$ cat config.mk
export PLATFORM = sky130hd
export DESIGN_NAME = register_dump_unit
export DESIGN_NICKNAME = d
export VERILOG_FILES = /design/src/rtl/register_dump_unit.sv
export SDC_FILE = /design/constraint.sdc
export NUM_CORES = 1
export LEC_CHECK = 0
export CAP_MARGIN = 40
export CELL_PAD_IN_SITES_DETAIL_PLACEMENT = 1
export CELL_PAD_IN_SITES_GLOBAL_PLACEMENT = 1
export CORE_MARGIN = 2
export CORE_UTILIZATION = 30
export CTS_CLUSTER_DIAMETER = 80
export DETAILED_ROUTE_END_ITERATION = 8
export GPL_ROUTABILITY_DRIVEN = 0
export HOLD_SLACK_MARGIN = 0.06
export PLACE_DENSITY_LB_ADDON = 0.15
export SYNTH_ARGS = -nofsm -noshare
export SYNTH_HDL_FRONTEND = slang
export SYNTH_SLANG_ARGS = --single-unit
$ cat constraint.sdc
create_clock -name clock_i -period 4.3 [get_ports clock_i]
set_input_delay 1.075 -clock clock_i [delete_from_list [all_inputs] [get_ports clock_i]]
set_output_delay 1.075 -clock clock_i [all_outputs]
set_load 0.05 [all_outputs]
$ cat src/rtl/register_dump_unit.sv
// Debug register dump: takes over bank read port A, walks every register and
// streams each word MSB-first as bytes to the UART transmitter.
module register_dump_unit #(
    parameter int unsigned NB_DATA = 32,
    parameter int unsigned NB_REG  = 5,
    parameter int unsigned N_REGS  = 32,
    parameter int unsigned NB_BYTE = 8
) (
    input  logic               clock_i,
    input  logic               reset_i,
    input  logic               start_i,
    input  logic [NB_DATA-1:0] data_reg_i,
    input  logic               tx_done_i,
    output logic               select_debug_o,
    output logic [NB_REG-1:0]  addr_reg_debug_o,
    output logic               tx_start_o,
    output logic [NB_BYTE-1:0] tx_data_o,
    output logic               busy_o,
    output logic               done_o
);

    localparam int unsigned BYTES_PER_REG = NB_DATA / NB_BYTE;
    localparam int unsigned NB_CNT        = (BYTES_PER_REG > 1) ? $clog2(BYTES_PER_REG) : 1;
    localparam logic [NB_CNT-1:0] LAST_BYTE = NB_CNT'(BYTES_PER_REG - 1);
    localparam logic [NB_REG-1:0] LAST_IDX  = NB_REG'(N_REGS - 1);

    localparam logic [2:0] IDLE     = 3'd0;
    localparam logic [2:0] SET_ADDR = 3'd1;
    localparam logic [2:0] LATCH    = 3'd2;
    localparam logic [2:0] SEND     = 3'd3;
    localparam logic [2:0] WAIT_TX  = 3'd4;
    localparam logic [2:0] NEXT     = 3'd5;
    localparam logic [2:0] DONE     = 3'd6;

    logic [2:0]         state, state_nxt;
    logic [NB_REG-1:0]  idx, idx_nxt;
    logic [NB_DATA-1:0] shift, shift_nxt;
    logic [NB_CNT-1:0]  cnt, cnt_nxt;
    logic               sel_nxt;

    // Next-state and datapath update
    always_comb begin
        state_nxt = state;
        idx_nxt   = idx;
        shift_nxt = shift;
        cnt_nxt   = cnt;
        case (state)
            IDLE: begin
                if (start_i) begin
                    idx_nxt   = '0;
                    state_nxt = SET_ADDR;
                end
            end
            SET_ADDR: state_nxt = LATCH;
            LATCH: begin
                shift_nxt = data_reg_i;
                cnt_nxt   = '0;
                state_nxt = SEND;
            end
            SEND: state_nxt = WAIT_TX;
            WAIT_TX: begin
                if (tx_done_i) begin
                    if (cnt == LAST_BYTE) begin
                        state_nxt = NEXT;
                    end else begin
                        shift_nxt = {shift[NB_DATA-NB_BYTE-1:0], {NB_BYTE{1'b0}}};
                        cnt_nxt   = cnt + NB_CNT'(1);
                        state_nxt = SEND;
                    end
                end
            end
            NEXT: begin
                if (idx == LAST_IDX) begin
                    state_nxt = DONE;
                end else begin
                    idx_nxt   = idx + NB_REG'(1);
                    state_nxt = SET_ADDR;
                end
            end
            DONE:    state_nxt = IDLE;
            default: state_nxt = IDLE;
        endcase
        sel_nxt = (state_nxt != IDLE) && (state_nxt != DONE);
    end

    // Outputs are registered from the next state so they line up with it
    always_ff @(posedge clock_i) begin
        if (reset_i) begin
            state            <= IDLE;
            idx              <= '0;
            shift            <= '0;
            cnt              <= '0;
            select_debug_o   <= 1'b0;
            addr_reg_debug_o <= '0;
            tx_start_o       <= 1'b0;
            tx_data_o        <= '0;
            busy_o           <= 1'b0;
            done_o           <= 1'b0;
        end else begin
            state            <= state_nxt;
            idx              <= idx_nxt;
            shift            <= shift_nxt;
            cnt              <= cnt_nxt;
            select_debug_o   <= sel_nxt;
            addr_reg_debug_o <= (state_nxt == IDLE) ? '0 : idx_nxt;
            tx_start_o       <= (state_nxt == SEND);
            if (state_nxt == SEND) begin
                tx_data_o <= shift_nxt[NB_DATA-1 -: NB_BYTE];
            end
            busy_o           <= (state_nxt != IDLE);
            done_o           <= (state_nxt == DONE);
        end
    end

endmodule

==> summary.md, run 1 <==
• library cell with the largest summed area after synthesis: sky130_fd_sc_hd__dfxtp_1
• CTS sink count: 51
• Clock Tree Buf Depth: 2
• Pre-antenna DRT Iters: 4
• ratio of total power to cell area: 375.4 nW/um^2
• synth top area cells: sky130_fd_sc_hd__dfxtp_1 (46%), sky130_fd_sc_hd__nor2_1 (5.6%), sky130_fd_sc_hd__a31oi_2 (5.1%)
• Filler cells: 851
• effective utilization at floorplan: 0.3060
• minimum period implied by the final worst setup slack: 2.748 ns
• layout overhead on the synthesized area: 31.40%
• crit-path leading delay family: simple AND/OR/NAND/NOR gates
• combined area of the multi-input logic cells: 1051 um^2
• cell area after synthesis: 2196 um^2
• Remaining Overflow, GRT: 0
• async set or reset register ratio after synthesis: 0
• number of routed nets with antenna violations: 0
• required time worst endpoint: 4.51 ns
• RSZ-0062 raised after global routing: false
• Final setup violation count: 0
• post-CTS setup buffers: 0
• number of storage elements in the synthesis netlist: 51
• buffering stage count on the worst path with inverters included: 2
• number of cell rows: 31
• list of cells traversed by the critical path: clkdlybuf4s50_1, nor2b_1, buf_4, and2_1, nor2_1, a211oi_1
• number of clock buffers inserted by TritonCTS: 5
• I/O pin count: 53
• clock-pin slew on the worst setup and hold paths: 0.09 ns
• pin count of the biggest net entering global routing: 29
• horizontal die dimension: 89.56 um
• transition time of the tightest slew-check pin: 0.8396 ns
• final count of pins violating max slew: 0
• global routing usage summed across all routing layers: 0.1377
• Vias per Instance: 4.716
• final worst slack: 1.552 ns
• placeable core region: 7176 um^2
• Layout Cells excl Fill: 387
• commonest cells in the netlist: sky130_fd_sc_hd__dfxtp_1 (51), sky130_fd_sc_hd__nor2_1 (33), sky130_fd_sc_hd__nand2_1 (29)
• kind of capture point of the worst setup path: flip-flop
• Worst path max stage delay: 0.69 ns
• status: finished, final reports clean
• synthesized area per cell: 9.036 um^2
• via total after detailed routing: 1825
• highest net fanout along the worst path: 18
• max-cap viol count: 0
• vias in the first global route: 1760
• Setup WS pre-CTS: 1.203 ns
• master cell of the clock root buffer: sky130_fd_sc_hd__clkbuf_8
• Final Skew: 0.007402 ns
• post-detail-place hpwl: 3709 um
• post-route DRC violation count: 0
• CTS tree: built
• clock latency on the worst-skew pair: 0.30 ns
• Max IR drop VDD: 0.1354 mV
• Cell variety after synth: 40
• critical setup path kind: input port to flip-flop
• instance count after placement with tap cells included: 379
• number of nets in the layout: 325
• share of the cycle needed by the critical path after routing: 0.6391
• Post-Synthesis Cells: 243
• Hold Violations, Final: 0
• worst-case headroom to the max-slew limit: 0.4403
• most repeated cell in the gate-level netlist after synthesis: sky130_fd_sc_hd__dfxtp_1
• H-tree levels: 2
• initial antenna violation count: 0
• count of buffers from port buffering: 52
• area taken by flip-flops and latches: 1021 um^2
• number of DRC markers after the initial detailed-route iteration: 79
• Most used DFF post-synth: sky130_fd_sc_hd__dfxtp_1
• Synth Net Count: 281
• post-cts repair resize count: 0
• number of flops mapped to enable cells by yosys: 0
• Detailed Route WL: 5250 um
• fmax: 0.3639 GHz
• sequential cell area fraction in the yosys report: 0.4650
• kind of launch point of the worst setup path: input port
• Inserted Diodes: 0
• Crit path arrival time: 2.95 ns
• yosys synthesis warning count: 0
• share of the synthesized area in the top cell type: 0.4650
• die extent in y: 89.56 um
• slowest stage cell on the critical path: sky130_fd_sc_hd__and2_1
• area enclosed by the die boundary: 8020 um^2
• fraction of final layout cells with drive strength greater than 1: 0.1285
• tightest hold margin: 0.4561 ns
• global-route wire length before repair: 8590 um
• overall power after layout: 1083 uW
• Routed WL per cell: 13.57 um
• leakage dissipation: 0.001063 uW
• final total negative setup slack: 0 ns
• number of buffers inserted by hold repair at cts: 0
• worst min path class: flip-flop to flip-flop
-- cell usage in the layout, fill, tap and decap left out, types with 2 or more instances in the layout --
| master | count |
|---|---|
| sky130_fd_sc_hd__dfxtp_1 | 51 |
| sky130_fd_sc_hd__clkdlybuf4s50_1 | 51 |
| sky130_fd_sc_hd__nor2_1 | 33 |
| sky130_fd_sc_hd__nand2_1 | 29 |
| sky130_fd_sc_hd__nand3_1 | 17 |
| sky130_fd_sc_hd__a31oi_1 | 10 |
| sky130_fd_sc_hd__a21o_1 | 9 |
| sky130_fd_sc_hd__nand2_2 | 9 |
| sky130_fd_sc_hd__a31oi_2 | 9 |
| sky130_fd_sc_hd__nor2b_1 | 8 |
| sky130_fd_sc_hd__a32oi_1 | 8 |
| sky130_fd_sc_hd__a22oi_1 | 8 |
| sky130_fd_sc_hd__clkbuf_8 | 6 |
| sky130_fd_sc_hd__a21oi_1 | 4 |
| sky130_fd_sc_hd__mux2i_1 | 3 |
| sky130_fd_sc_hd__buf_4 | 3 |
| sky130_fd_sc_hd__nor3_1 | 2 |
| sky130_fd_sc_hd__nor4_1 | 2 |
| sky130_fd_sc_hd__ha_1 | 2 |
-- stage by stage --
stage,util,area [um^2]
2_1_floorplan,-,2196
3_3_place_gp,0.3820,2741
3_5_place_dp,0.3857,2768
4_1_cts,0.4021,2885
5_1_grt,0.4021,2885
6_report,0.4021,2885
-- cell families after synthesis --
group                    count (synthesis)  share of synthesized area
adder cells (fa/ha/maj)                  2                    0.01139
buffers and inverters                   22                    0.05641
multiplexers                             3                    0.01368
AO/OA/AOI/OAI                           53                     0.1977
AND/OR/NAND/NOR                        111                     0.2519
XOR/XNOR                                 1                   0.003989
flip-flops                              51                     0.4650
-- worst paths after layout --
kind	from	to	slack, ns	cells past startpoint
worst min register to register	tx_data_o[1]	tx_data_o[1]	0.46	1
worst max-delay path	tx_done_i	tx_start_o	1.55	6
worst min-delay path	tx_data_o[1]	tx_data_o[1]	0.46	1
worst max register to register	state[2]	tx_start_o	2.03	4
-- area by class of cell --
type                       count  share of cell area
clock buffer                   6             0.02862
clock inverter                 2             0.01214
multi-input combinational    170              0.3643
sequential                    51              0.3539
tap                           99             0.04293
timing repair buffer          57              0.1956
inverter                       2            0.002602
-- power by group --
| group | total [uW] | switching [uW] | leakage [uW] | internal (uW) |
|---|---|---|---|---|
| clock | 343 | 154 | 0.0000612 | 188 |
| sequential | 528 | 25.7 | 0.000414 | 503 |
| combinational | 212 | 119 | 0.000587 | 92.9 |
| total | 1080 | 299 | 0.00106 | 784 |
-- metal layers --
metal / track usage / vias to the layer above / part of all wire
li1: - / 946 / -
met3: 0.02493 / 4 / 0.045
met5: 0 / - / 0
met4: 0.03664 / 0 / 0.011
met1: 0.1992 / 831 / 0.51
met2: 0.2099 / 44 / 0.43
-- sequential cells by signal, summed over array words and instances (netlist names) --
name              flops
done_o                1
state                 3
select_debug_o        1
addr_reg_debug_o      5
busy_o                1
idx                   5
tx_data_o             8
tx_start_o            1
cnt                   2
shift                24
(Power assumes the default switching activity.)
==> run 2: changes to the inputs <==
==> constraint.sdc (replaced) <==
create_clock -name clock_i -period 2.8 [get_ports clock_i]
set_input_delay 0.7 -clock clock_i [delete_from_list [all_inputs] [get_ports clock_i]]
set_output_delay 0.7 -clock clock_i [all_outputs]
set_load 0.05 [all_outputs]
==> run 2 against run 1 <==
  * Flip-flop and latch count is the same
  * Worst setup slack lost 1.0 ns
  * Highest routed layer unchanged
  * Register-to-register slack lost 1.3 ns
  * Via count grew 1.1%
  * Wire length grew 2.2%
  * Cell area shrank 0.87%
  * Critical path depth shrank 1
  * Cell count grew 0.26%
  * Clock skew grew 0.0033 ns
  * Global-route usage grew 0.88 points
  * Hold slack lost 0.0016 ns
==> summary.md, run 2 (synthesized netlist as in run 1, its figures left out) <==
• number of cell rows: 31
• layout overhead on the synthesized area: 30.26%
• placeable core region: 7176 um^2
• kind of launch point of the worst setup path: input port
• CTS tree: built
• effective utilization at floorplan: 0.3060
• Final setup violation count: 0
• Inserted Diodes: 0
• Clock Tree Buf Depth: 2
• fraction of final layout cells with drive strength greater than 1: 0.1315
• post-detail-place hpwl: 3824 um
• minimum period implied by the final worst setup slack: 2.292 ns
• transition time of the tightest slew-check pin: 0.6038 ns
• initial antenna violation count: 0
• ratio of total power to cell area: 544.9 nW/um^2
• RSZ-0062 raised after global routing: false
• number of DRC markers after the initial detailed-route iteration: 69
• count of buffers from port buffering: 52
• kind of capture point of the worst setup path: flip-flop
• I/O pin count: 53
• Util after Layout: 0.3986
• max-cap viol count: 0
• CTS sink count: 51
• status: finished, final reports clean
• master cell of the clock root buffer: sky130_fd_sc_hd__clkbuf_8
• registers with the highest flip-flop counts: shift x24, tx_data_o x8
• Hold Violations, Final: 0
• final count of pins violating max slew: 0
• share of the cycle needed by the critical path after routing: 0.8186
• leakage dissipation: 0.001057 uW
• horizontal die dimension: 89.56 um
• register with the most flip-flops: shift
• clock-pin slew on the worst setup and hold paths: 0.08 ns
• highest net fanout along the worst path: 12
• fmax: 0.4363 GHz
• global-route wire length before repair: 9039 um
• pin count of the biggest net entering global routing: 31
• Vias per Instance: 4.755
• worst min path class: flip-flop to flip-flop
• most frequent cells in the layout: sky130_fd_sc_hd__dfxtp_1 (51), sky130_fd_sc_hd__clkdlybuf4s50_1 (51), sky130_fd_sc_hd__nor2_1 (33)
• post-route DRC violation count: 0
• combined area of the multi-input logic cells: 1051 um^2
• post-CTS setup buffers: 0
• die extent in y: 89.56 um
• Detailed Route WL: 5368 um
• required time worst endpoint: 3.05 ns
• area taken by flip-flops and latches: 1021 um^2
• Setup WS pre-CTS: 0.1852 ns
• Filler cells: 861
• Final Skew: 0.01072 ns
• critical setup path kind: input port to flip-flop
• final total negative setup slack: 0 ns
• number of routed nets with antenna violations: 0
• H-tree levels: 2
• final worst slack: 0.5078 ns
• via total after detailed routing: 1845
• vias in the first global route: 1797
• clock latency on the worst-skew pair: 0.31 ns
• Routed WL per cell: 13.84 um
• Max IR drop VDD: 0.2167 mV
• Crit path arrival time: 2.54 ns
• number of nets in the layout: 326
• global routing usage summed across all routing layers: 0.1465
• number of buffers inserted by hold repair at cts: 0
• Pre-antenna DRT Iters: 4
• number of clock buffers inserted by TritonCTS: 5
• Remaining Overflow, GRT: 0
• worst-case headroom to the max-slew limit: 0.5974
• number of flip-flops in the largest register: 24
• area enclosed by the die boundary: 8020 um^2
• post-cts repair resize count: 0
[run 2: stage by stage]
stage          instances  area (um^2)  total power [uW]  hold WS [ns]
6_report             388         2860              1558        0.4545
3_3_place_gp         380         2776              1158        0.4353
5_1_grt              388         2860              1649        0.4736
4_1_cts              388         2860              1581        0.4640
2_1_floorplan        243         2196              1035        0.4356
3_5_place_dp         380         2776              1162        0.4423
[run 2: worst paths after layout]
| path | startpoint | to | slack (ns) | depth (start not counted) |
|---|---|---|---|---|
| worst min-delay path | tx_data_o[3] | tx_data_o[3] | 0.45 | 1 |
| worst min register to register | tx_data_o[3] | tx_data_o[3] | 0.45 | 1 |
| worst max register to register | state[1] | tx_data_o[1] | 0.74 | 4 |
| worst max-delay path | tx_done_i | tx_data_o[1] | 0.51 | 5 |
[run 2: final cells by class]
type                    instances  share of cell area
repair buffers                 58              0.2004
well taps                      99             0.04331
flip-flops and latches         51              0.3570
multi-input cells             170              0.3675
inverters                       2            0.002625
clock inverters                 3            0.005249
clock buffers                   5             0.02406
[run 2: critical path, cell delays in order]
cell	delay, ns
sky130_fd_sc_hd__clkdlybuf4s50_1	0.44
sky130_fd_sc_hd__nor4bb_1	0.17
sky130_fd_sc_hd__o21ai_2	0.51
sky130_fd_sc_hd__nor2b_1	0.53
sky130_fd_sc_hd__a21o_1	0.19
[run 2: where the power goes]
part	internal, uW	switching, uW
clock	172	245
sequential	772	40.5
combinational	144	186
[run 2: layer usage]
layer | routed length [um] | track usage | part of all wire | up-vias
li1 | - | - | - | 948
met1 | 2748 | 0.1927 | 0.51 | 851
met3 | 227 | 0.03509 | 0.042 | 6
met5 | 0 | 0 | 0 | -
met4 | 81 | 0.05292 | 0.015 | 0
met2 | 2311 | 0.2333 | 0.43 | 40
